File: src/rtl/delay_elastic_pkg.sv
// delay_elastic_pkg -- shared definitions for the elastic delay pipeline.
//   Data_Control_T : control bundle carrying clk and synchronous active-high rst.
//   DELAY_MIN      : smallest legal DELAY (stage count / capacity).
//   count_width()  : width of an occupancy counter for a given depth.
package delay_elastic_pkg;

    typedef struct packed {
        logic clk;
        logic rst;
    } Data_Control_T;

    localparam int unsigned DELAY_MIN = 1;

    function automatic int unsigned count_width(input int unsigned depth);
        return $clog2(depth + 1);
    endfunction

endpackage

File: src/rtl/delay_elastic_if.sv
// delay_elastic_if -- valid/ready handshake bundle for delay_elastic.
//   flush                      : drop all held words on the next edge
//   in_valid/in_ready/in_data  : producer side
//   out_valid/out_ready/out_data : consumer side (out_data is the oldest word)
// Modports: slave = the pipeline, master = the surrounding logic driving it.
interface delay_elastic_if #(
    parameter int unsigned WIDTH = 32
);
    logic             flush;
    logic             in_valid;
    logic             in_ready;
    logic [WIDTH-1:0] in_data;
    logic             out_valid;
    logic             out_ready;
    logic [WIDTH-1:0] out_data;

    modport slave (
        input  flush, in_valid, in_data, out_ready,
        output in_ready, out_valid, out_data
    );

    modport master (
        output flush, in_valid, in_data, out_ready,
        input  in_ready, out_valid, out_data
    );
endinterface

File: src/rtl/delay_elastic_stage.sv
// delay_elastic_stage -- one valid+data register of the elastic pipeline.
//   clk, rst              : clock, synchronous active-high reset
//   flush                 : clear the valid bit, data untouched
//   adv                   : this stage may take the upstream word this edge
//   prev_valid/prev_data  : upstream stage (or pipeline input)
//   valid/data            : registered stage contents
module delay_elastic_stage #(
    parameter int unsigned      WIDTH = 32,
    parameter logic [WIDTH-1:0] RESET = '0
) (
    input  logic             clk,
    input  logic             rst,
    input  logic             flush,
    input  logic             adv,
    input  logic             prev_valid,
    input  logic [WIDTH-1:0] prev_data,
    output logic             valid,
    output logic [WIDTH-1:0] data
);

    always_ff @(posedge clk) begin
        if (rst) begin
            valid <= 1'b0;
            data  <= RESET;
        end else if (flush) begin
            valid <= 1'b0;
        end else if (adv) begin
            valid <= prev_valid;
            // Data only loads with a real word; bubbles leave stale data behind.
            if (prev_valid) begin
                data <= prev_data;
            end
        end
    end

endmodule

File: src/rtl/delay_elastic.sv
// delay_elastic -- fixed-minimum-latency delay pipeline with valid/ready
// backpressure. Holds up to DELAY words in order and collapses bubbles.
//   ctrl  : Data_Control_T bundle (clk, synchronous active-high rst)
//   bus   : delay_elastic_if.slave (flush, in_* producer side, out_* consumer side)
//   count : (only with DELAY_ELASTIC_COUNT_EN defined) registered number of held words
// Parameters: WIDTH data width, DELAY stage count (min latency and capacity),
// RESET value of every data register after reset.
module delay_elastic
    import delay_elastic_pkg::*;
#(
    parameter int unsigned      WIDTH = 32,
    parameter int unsigned      DELAY = 2,
    parameter logic [WIDTH-1:0] RESET = '0
) (
    input  Data_Control_T          ctrl,
    delay_elastic_if.slave         bus
`ifdef DELAY_ELASTIC_COUNT_EN
    ,
    output logic [count_width(DELAY)-1:0] count
`endif
);

    if (DELAY < DELAY_MIN) begin : g_delay_check
        $error("delay_elastic: DELAY must be at least %0d", DELAY_MIN);
    end

    logic clk;
    logic rst;
    assign clk = ctrl.clk;
    assign rst = ctrl.rst;

    logic [DELAY-1:0] v;
    logic [WIDTH-1:0] d [DELAY];
    logic [DELAY-1:0] adv;

    // A stage may advance when the stage after it advances or it is itself
    // empty; this lets words close up behind a stalled head.
    always_comb begin
        adv = '0;
        adv[DELAY-1] = bus.out_ready | ~v[DELAY-1];
        for (int unsigned k = 1; k < DELAY; k++) begin
            adv[DELAY-1-k] = adv[DELAY-k] | ~v[DELAY-1-k];
        end
    end

    for (genvar i = 0; i < DELAY; i++) begin : g_stage
        logic             prev_valid;
        logic [WIDTH-1:0] prev_data;

        if (i == 0) begin : g_head
            assign prev_valid = bus.in_valid;
            assign prev_data  = bus.in_data;
        end else begin : g_body
            assign prev_valid = v[i-1];
            assign prev_data  = d[i-1];
        end

        delay_elastic_stage #(
            .WIDTH (WIDTH),
            .RESET (RESET)
        ) u_stage (
            .clk        (clk),
            .rst        (rst),
            .flush      (bus.flush),
            .adv        (adv[i]),
            .prev_valid (prev_valid),
            .prev_data  (prev_data),
            .valid      (v[i]),
            .data       (d[i])
        );
    end

    assign bus.in_ready  = adv[0];
    assign bus.out_valid = v[DELAY-1];
    assign bus.out_data  = d[DELAY-1];

`ifdef DELAY_ELASTIC_COUNT_EN
    localparam int unsigned CW = count_width(DELAY);

    logic in_xfer;
    logic out_xfer;
    assign in_xfer  = bus.in_valid & adv[0];
    assign out_xfer = v[DELAY-1] & bus.out_ready;

    // Bubble collapse never creates or destroys words, so occupancy moves
    // only by the two handshakes; this tracks popcount(v) without an adder tree.
    always_ff @(posedge clk) begin
        if (rst || bus.flush) begin
            count <= '0;
        end else begin
            count <= count + CW'(in_xfer) - CW'(out_xfer);
        end
    end
`endif

endmodule

File: src/flat_wrapper.sv
// flat-port wrapper written by rule: the top's interface ports become plain ports
module delay_elastic_flat import delay_elastic_pkg::*;
#(
    parameter int unsigned      WIDTH = 32,
    parameter int unsigned      DELAY = 2,
    parameter logic [WIDTH-1:0] RESET = '0
)
  (ctrl, bus_flush, bus_in_valid, bus_in_data, bus_out_ready, bus_in_ready, bus_out_valid, bus_out_data);
  delay_elastic_if #(.WIDTH(WIDTH)) bus_i ();
  input  Data_Control_T ctrl;
  input wire logic [$bits(bus_i.flush)-1:0] bus_flush;
  input wire logic [$bits(bus_i.in_valid)-1:0] bus_in_valid;
  input wire logic [$bits(bus_i.in_data)-1:0] bus_in_data;
  input wire logic [$bits(bus_i.out_ready)-1:0] bus_out_ready;
  output wire logic [$bits(bus_i.in_ready)-1:0] bus_in_ready;
  output wire logic [$bits(bus_i.out_valid)-1:0] bus_out_valid;
  output wire logic [$bits(bus_i.out_data)-1:0] bus_out_data;
  assign bus_i.flush = bus_flush;
  assign bus_i.in_valid = bus_in_valid;
  assign bus_i.in_data = bus_in_data;
  assign bus_i.out_ready = bus_out_ready;
  assign bus_in_ready = bus_i.in_ready;
  assign bus_out_valid = bus_i.out_valid;
  assign bus_out_data = bus_i.out_data;
  delay_elastic #(.WIDTH(WIDTH), .DELAY(DELAY), .RESET(RESET)) u_core (.ctrl(ctrl), .bus(bus_i));
endmodule
File: config.mk
export PLATFORM = sky130hd
export DESIGN_NAME = delay_elastic_flat
export DESIGN_NICKNAME = d
export VERILOG_FILES = /design/src/rtl/delay_elastic_pkg.sv /design/src/rtl/delay_elastic_if.sv /design/src/rtl/delay_elastic_stage.sv /design/src/rtl/delay_elastic.sv /design/src/flat_wrapper.sv
export SDC_FILE = /design/constraint.sdc
export NUM_CORES = 1
export LEC_CHECK = 0
export CORE_ASPECT_RATIO = 2
export CORE_UTILIZATION = 30
export CTS_CLUSTER_DIAMETER = 30
export DETAILED_ROUTE_END_ITERATION = 8
export PLACE_DENSITY = 0.57
export SYNTH_ARGS = -nofsm -noshare
export SYNTH_HDL_FRONTEND = slang
export SYNTH_SLANG_ARGS = --single-unit
export TNS_END_PERCENT = 1
File: constraint.sdc
create_clock -name ctrl -period 1.42 [get_ports ctrl]
set_clock_uncertainty 0.2 [all_clocks]
set_input_delay 0.142 -clock ctrl [delete_from_list [all_inputs] [get_ports ctrl]]
set_output_delay 0.142 -clock ctrl [all_outputs]
set_load 0.02 [all_outputs]
==> impl_metrics.sql, run 1 <==
INSERT INTO impl_metrics (metric_group, metric, value, unit) VALUES
('status', 'run_status', 'finished, violations left', ''),
('status', 'failed_checks', 'negative hold slack, negative setup slack', ''),
('die', 'ioPinCount', '71', ''),
('placement', 'gp_routability_congestion', '0.726', ''),
('sta', 'finalMaxSlewViolations', '0', ''),
('cells_and_area', 'area_overhead_vs_synth', '48.7', '%'),
('power_and_ir_drop', 'sequentialPowerShare', '0.292', ''),
('global_routing', 'grt_pass1_wl', '11.9', 'mm'),
('sta', 'max_freq', '0.690', 'GHz'),
('synthesis', 'netlist_area_before_placement', '2790', 'um^2'),
('placement', 'placement.io_buffers', '69', ''),
('synthesis', 'most_area_hungry_cell_type_in_the_yosys_netlist', 'sky130_fd_sc_hd__dfxtp_1', ''),
('detailed_routing', 'drtIter0Drc', '110', ''),
('synthesis', 'netlist_top_cells_area', 'sky130_fd_sc_hd__dfxtp_1, sky130_fd_sc_hd__nand2b_1, sky130_fd_sc_hd__mux2i_1, sky130_fd_sc_hd__a21oi_1, sky130_fd_sc_hd__nand3_1', ''),
('cells_and_area', 'utilization', '0.460', ''),
('sta', 'max_slew_margin', '0.820', ''),
('detailed_routing', 'avg_wl_per_cell', '14.7', 'um'),
('synthesis', 'synth_seq_area_share', '0.474', ''),
('power_and_ir_drop', 'intPower', '5.90', 'mW'),
('sta', 'grt_setup_unrepaired', 'yes', ''),
('die', 'initial_core_util', '0.309', ''),
('clock_network', 'cts_post_setup_buffers_inserted', '0', ''),
('synthesis', 'ys_async_sr_fraction', '0', ''),
('die', 'floorplan.rows', '49', ''),
('die', 'floorplan.core_area', '9010', 'um^2'),
('global_routing', 'largest_net_degree_at_the_start_of_global_routing', '20', ''),
('placement', 'post-dp-hpwl', '4.64', 'mm'),
('worst_setup_path', 'cpMaxStageDelayCell', 'sky130_fd_sc_hd__dfxtp_2', ''),
('worst_setup_path', 'worst-path-max-fanout', '19', ''),
('detailed_routing', 'dr_total_vias', '2364', ''),
('global_routing', 'antenna_found_initial', '0', ''),
('synthesis', 'synth_cell_types', '18', ''),
('worst_setup_path', 'cp_data_required_time', '1.47', 'ns'),
('job', 'timing.max_cap.violations', '0', ''),
('sta', 'report.final.hold_viol_count', '34', ''),
('synthesis', 'synth_edf_count', '0', ''),
('power_and_ir_drop', 'p_total', '8.54', 'mW'),
('synthesis', 'yosys.area.top_type_share', '0.474', ''),
('synthesis', 'post_synth_inst_count', '297', ''),
('worst_setup_path', 'worstPathCellList', 'nor2b_4, buf_6, a21oi_4, buf_12, mux2i_1', ''),
('global_routing', 'grt.total_usage', '0.170', ''),
('worst_setup_path', 'cp.arrival', '1.50', 'ns'),
('power_and_ir_drop', 'vdd_ir_drop_max', '0.857', 'mV'),
('synthesis', 'synth.ff_latch_count', '66', ''),
('worst_setup_path', 'worstSetupPathType', 'reg -> reg', ''),
('sta', 'final_period_minus_worst_setup_slack', '1.45', 'ns'),
('power_and_ir_drop', 'total_switching_power', '2.64', 'mW'),
('cells_and_area', 'layout.cells.most_common_list', 'sky130_fd_sc_hd__nand2b_1, sky130_fd_sc_hd__dfxtp_1, sky130_fd_sc_hd__clkdlybuf4s50_1', ''),
('power_and_ir_drop', 'power_density', '2060', 'nW/um^2'),
('cells_and_area', 'drive_above_1_share', '0.151', ''),
('sta', 'worst_slack', '-0.0283', 'ns'),
('worst_setup_path', 'critical-path-max-stage-delay', '0.31', 'ns'),
('detailed_routing', 'route.detailed.drc', '0', ''),
('detailed_routing', 'drt_first_pass_iters', '5', ''),
('die', 'die_area', '9710', 'um^2'),
('sta', 'final.period_utilization', '1.02', ''),
('worst_setup_path', 'timing.reg2reg.setup_slack', '-0.03', 'ns'),
('synthesis', 'synth.avg_cell_area', '9.39', 'um^2'),
('clock_network', 'clk_pin_slew', '0.05', 'ns'),
('power_and_ir_drop', 'clockPowerShare', '0.635', ''),
('power_and_ir_drop', 'switching_share', '0.309', ''),
('power_and_ir_drop', 'leakage', '1.62', 'nW'),
('worst_setup_path', 'setup.worst_path.start_class', 'flip-flop', ''),
('sta', 'hold_ws', '-0.113', 'ns'),
('power_and_ir_drop', 'share_comb_of_total_power', '0.073', ''),
('die', 'fp.dieW', '70.2', 'um'),
('sta', 'setup_viol', '8', ''),
('detailed_routing', 'vias_per_cell', '4.85', ''),
('clock_network', 'tritoncts', 'built', ''),
('global_routing', 'overflow', '0', ''),
('sta', 'tightestPinTransition', '0.271', 'ns');
layout make-up:
type                            instances  area, um^2
Clock buffer                           25         507
Clock inverter                          7        47.5
Fill cell                             916        4870
Multi-Input combinational cell        203        1330
Sequential cell                        66        1320
Tap cell                              102         128
Timing Repair Buffer                   84         817
state kept, by name (all words and copies together), names as in the netlist:
signal	cells
u_core.g_stage.u_stage.data	64
u_core.g_stage.u_stage.valid	2
layer usage:
layer  global-route usage  up-vias  part of all wire
met4                0.260        0             0.038
met1                0.118     1103              0.36
li1                     -     1177                 -
met5                    0        -                 0
met2                0.234       64              0.55
met3                0.122       20             0.043
final timing paths:
check / start / depth (start not counted) / to
worst max-delay path: u_core.g_stage[1].u_stage.valid$_SDFFE_PP0P_ / 5 / u_core.g_stage[0].u_stage.data[7]$_SDFFE_PP0P_
worst min-delay path: ctrl[0] / 3 / u_core.g_stage[1].u_stage.data[23]$_SDFFE_PP0P_
worst max register to register: u_core.g_stage[1].u_stage.valid$_SDFFE_PP0P_ / 5 / u_core.g_stage[0].u_stage.data[7]$_SDFFE_PP0P_
worst min register to register: u_core.g_stage[0].u_stage.data[11]$_SDFFE_PP0P_ / 2 / u_core.g_stage[1].u_stage.data[11]$_SDFFE_PP0P_
what timing repair did:
action / 4_1_cts / 5_1_grt
setup endpoints to repair: 59 / 57
resized for setup: 39 / 7
hold buffers: 0 / 0
cell usage after synthesis, types with 2 or more instances:
cell type,n
sky130_fd_sc_hd__dfxtp_1,66
sky130_fd_sc_hd__o21ai_0,2
sky130_fd_sc_hd__nand2b_1,66
sky130_fd_sc_hd__nand3_1,32
sky130_fd_sc_hd__nor3_1,2
sky130_fd_sc_hd__buf_2,3
sky130_fd_sc_hd__buf_6,4
sky130_fd_sc_hd__mux2i_1,32
sky130_fd_sc_hd__clkbuf_1,18
sky130_fd_sc_hd__a21oi_1,33
sky130_fd_sc_hd__buf_12,3
sky130_fd_sc_hd__o21ai_1,30
stage by stage:
step / setup WS, ns / cell area [um^2] / std cells / TNS (ns)
3_5_place_dp: -0.362 / 3610 / 455 / -16.80
4_1_cts: -0.0639 / 4120 / 487 / -0.360
6_report: -0.0283 / 4150 / 487 / -0.113
5_1_grt: -0.101 / 4150 / 487 / -1.92
2_1_floorplan: -0.0509 / 2890 / 297 / -2.92
3_3_place_gp: -0.377 / 3610 / 455 / -16.19
cell families after synthesis:
family / Yosys count / synth area share
AOI/OAI and AO/OA: 66 / 0.122
buffers and inverters: 28 / 0.0673
DFF: 66 / 0.474
muxes: 32 / 0.115
and+or+nand+nor: 105 / 0.222
power by group through the flow:
stage | Sequential, mW | Combinational [mW] | Clock (mW)
3_3_place_gp | 2.52 | 0.649 | 1.05
5_1_grt | 2.55 | 0.668 | 5.88
2_1_floorplan | 2.56 | 0.248 | 2.08
4_1_cts | 2.50 | 0.614 | 5.68
6_report | 2.50 | 0.625 | 5.42
3_5_place_dp | 2.53 | 0.651 | 1.05
worst max-delay path, delay by kind of cell, from the launching register on:
kind,cells,cell delay [ns]
AND/OR/NAND/NOR,1,0.13
flip-flops,1,0.31
AO/OA/AOI/OAI,1,0.18
multiplexers,1,0.21
buffers and inverters,2,0.34
No activity file was read; power rests on OpenSTA's default activity.
==> run 2, diff against run 1 <==
Settings changed: GPL_TIMING_DRIVEN set to 1.
==> results of run 2 <==
The final DEF is identical to that of run 1; final timing and power are the same.
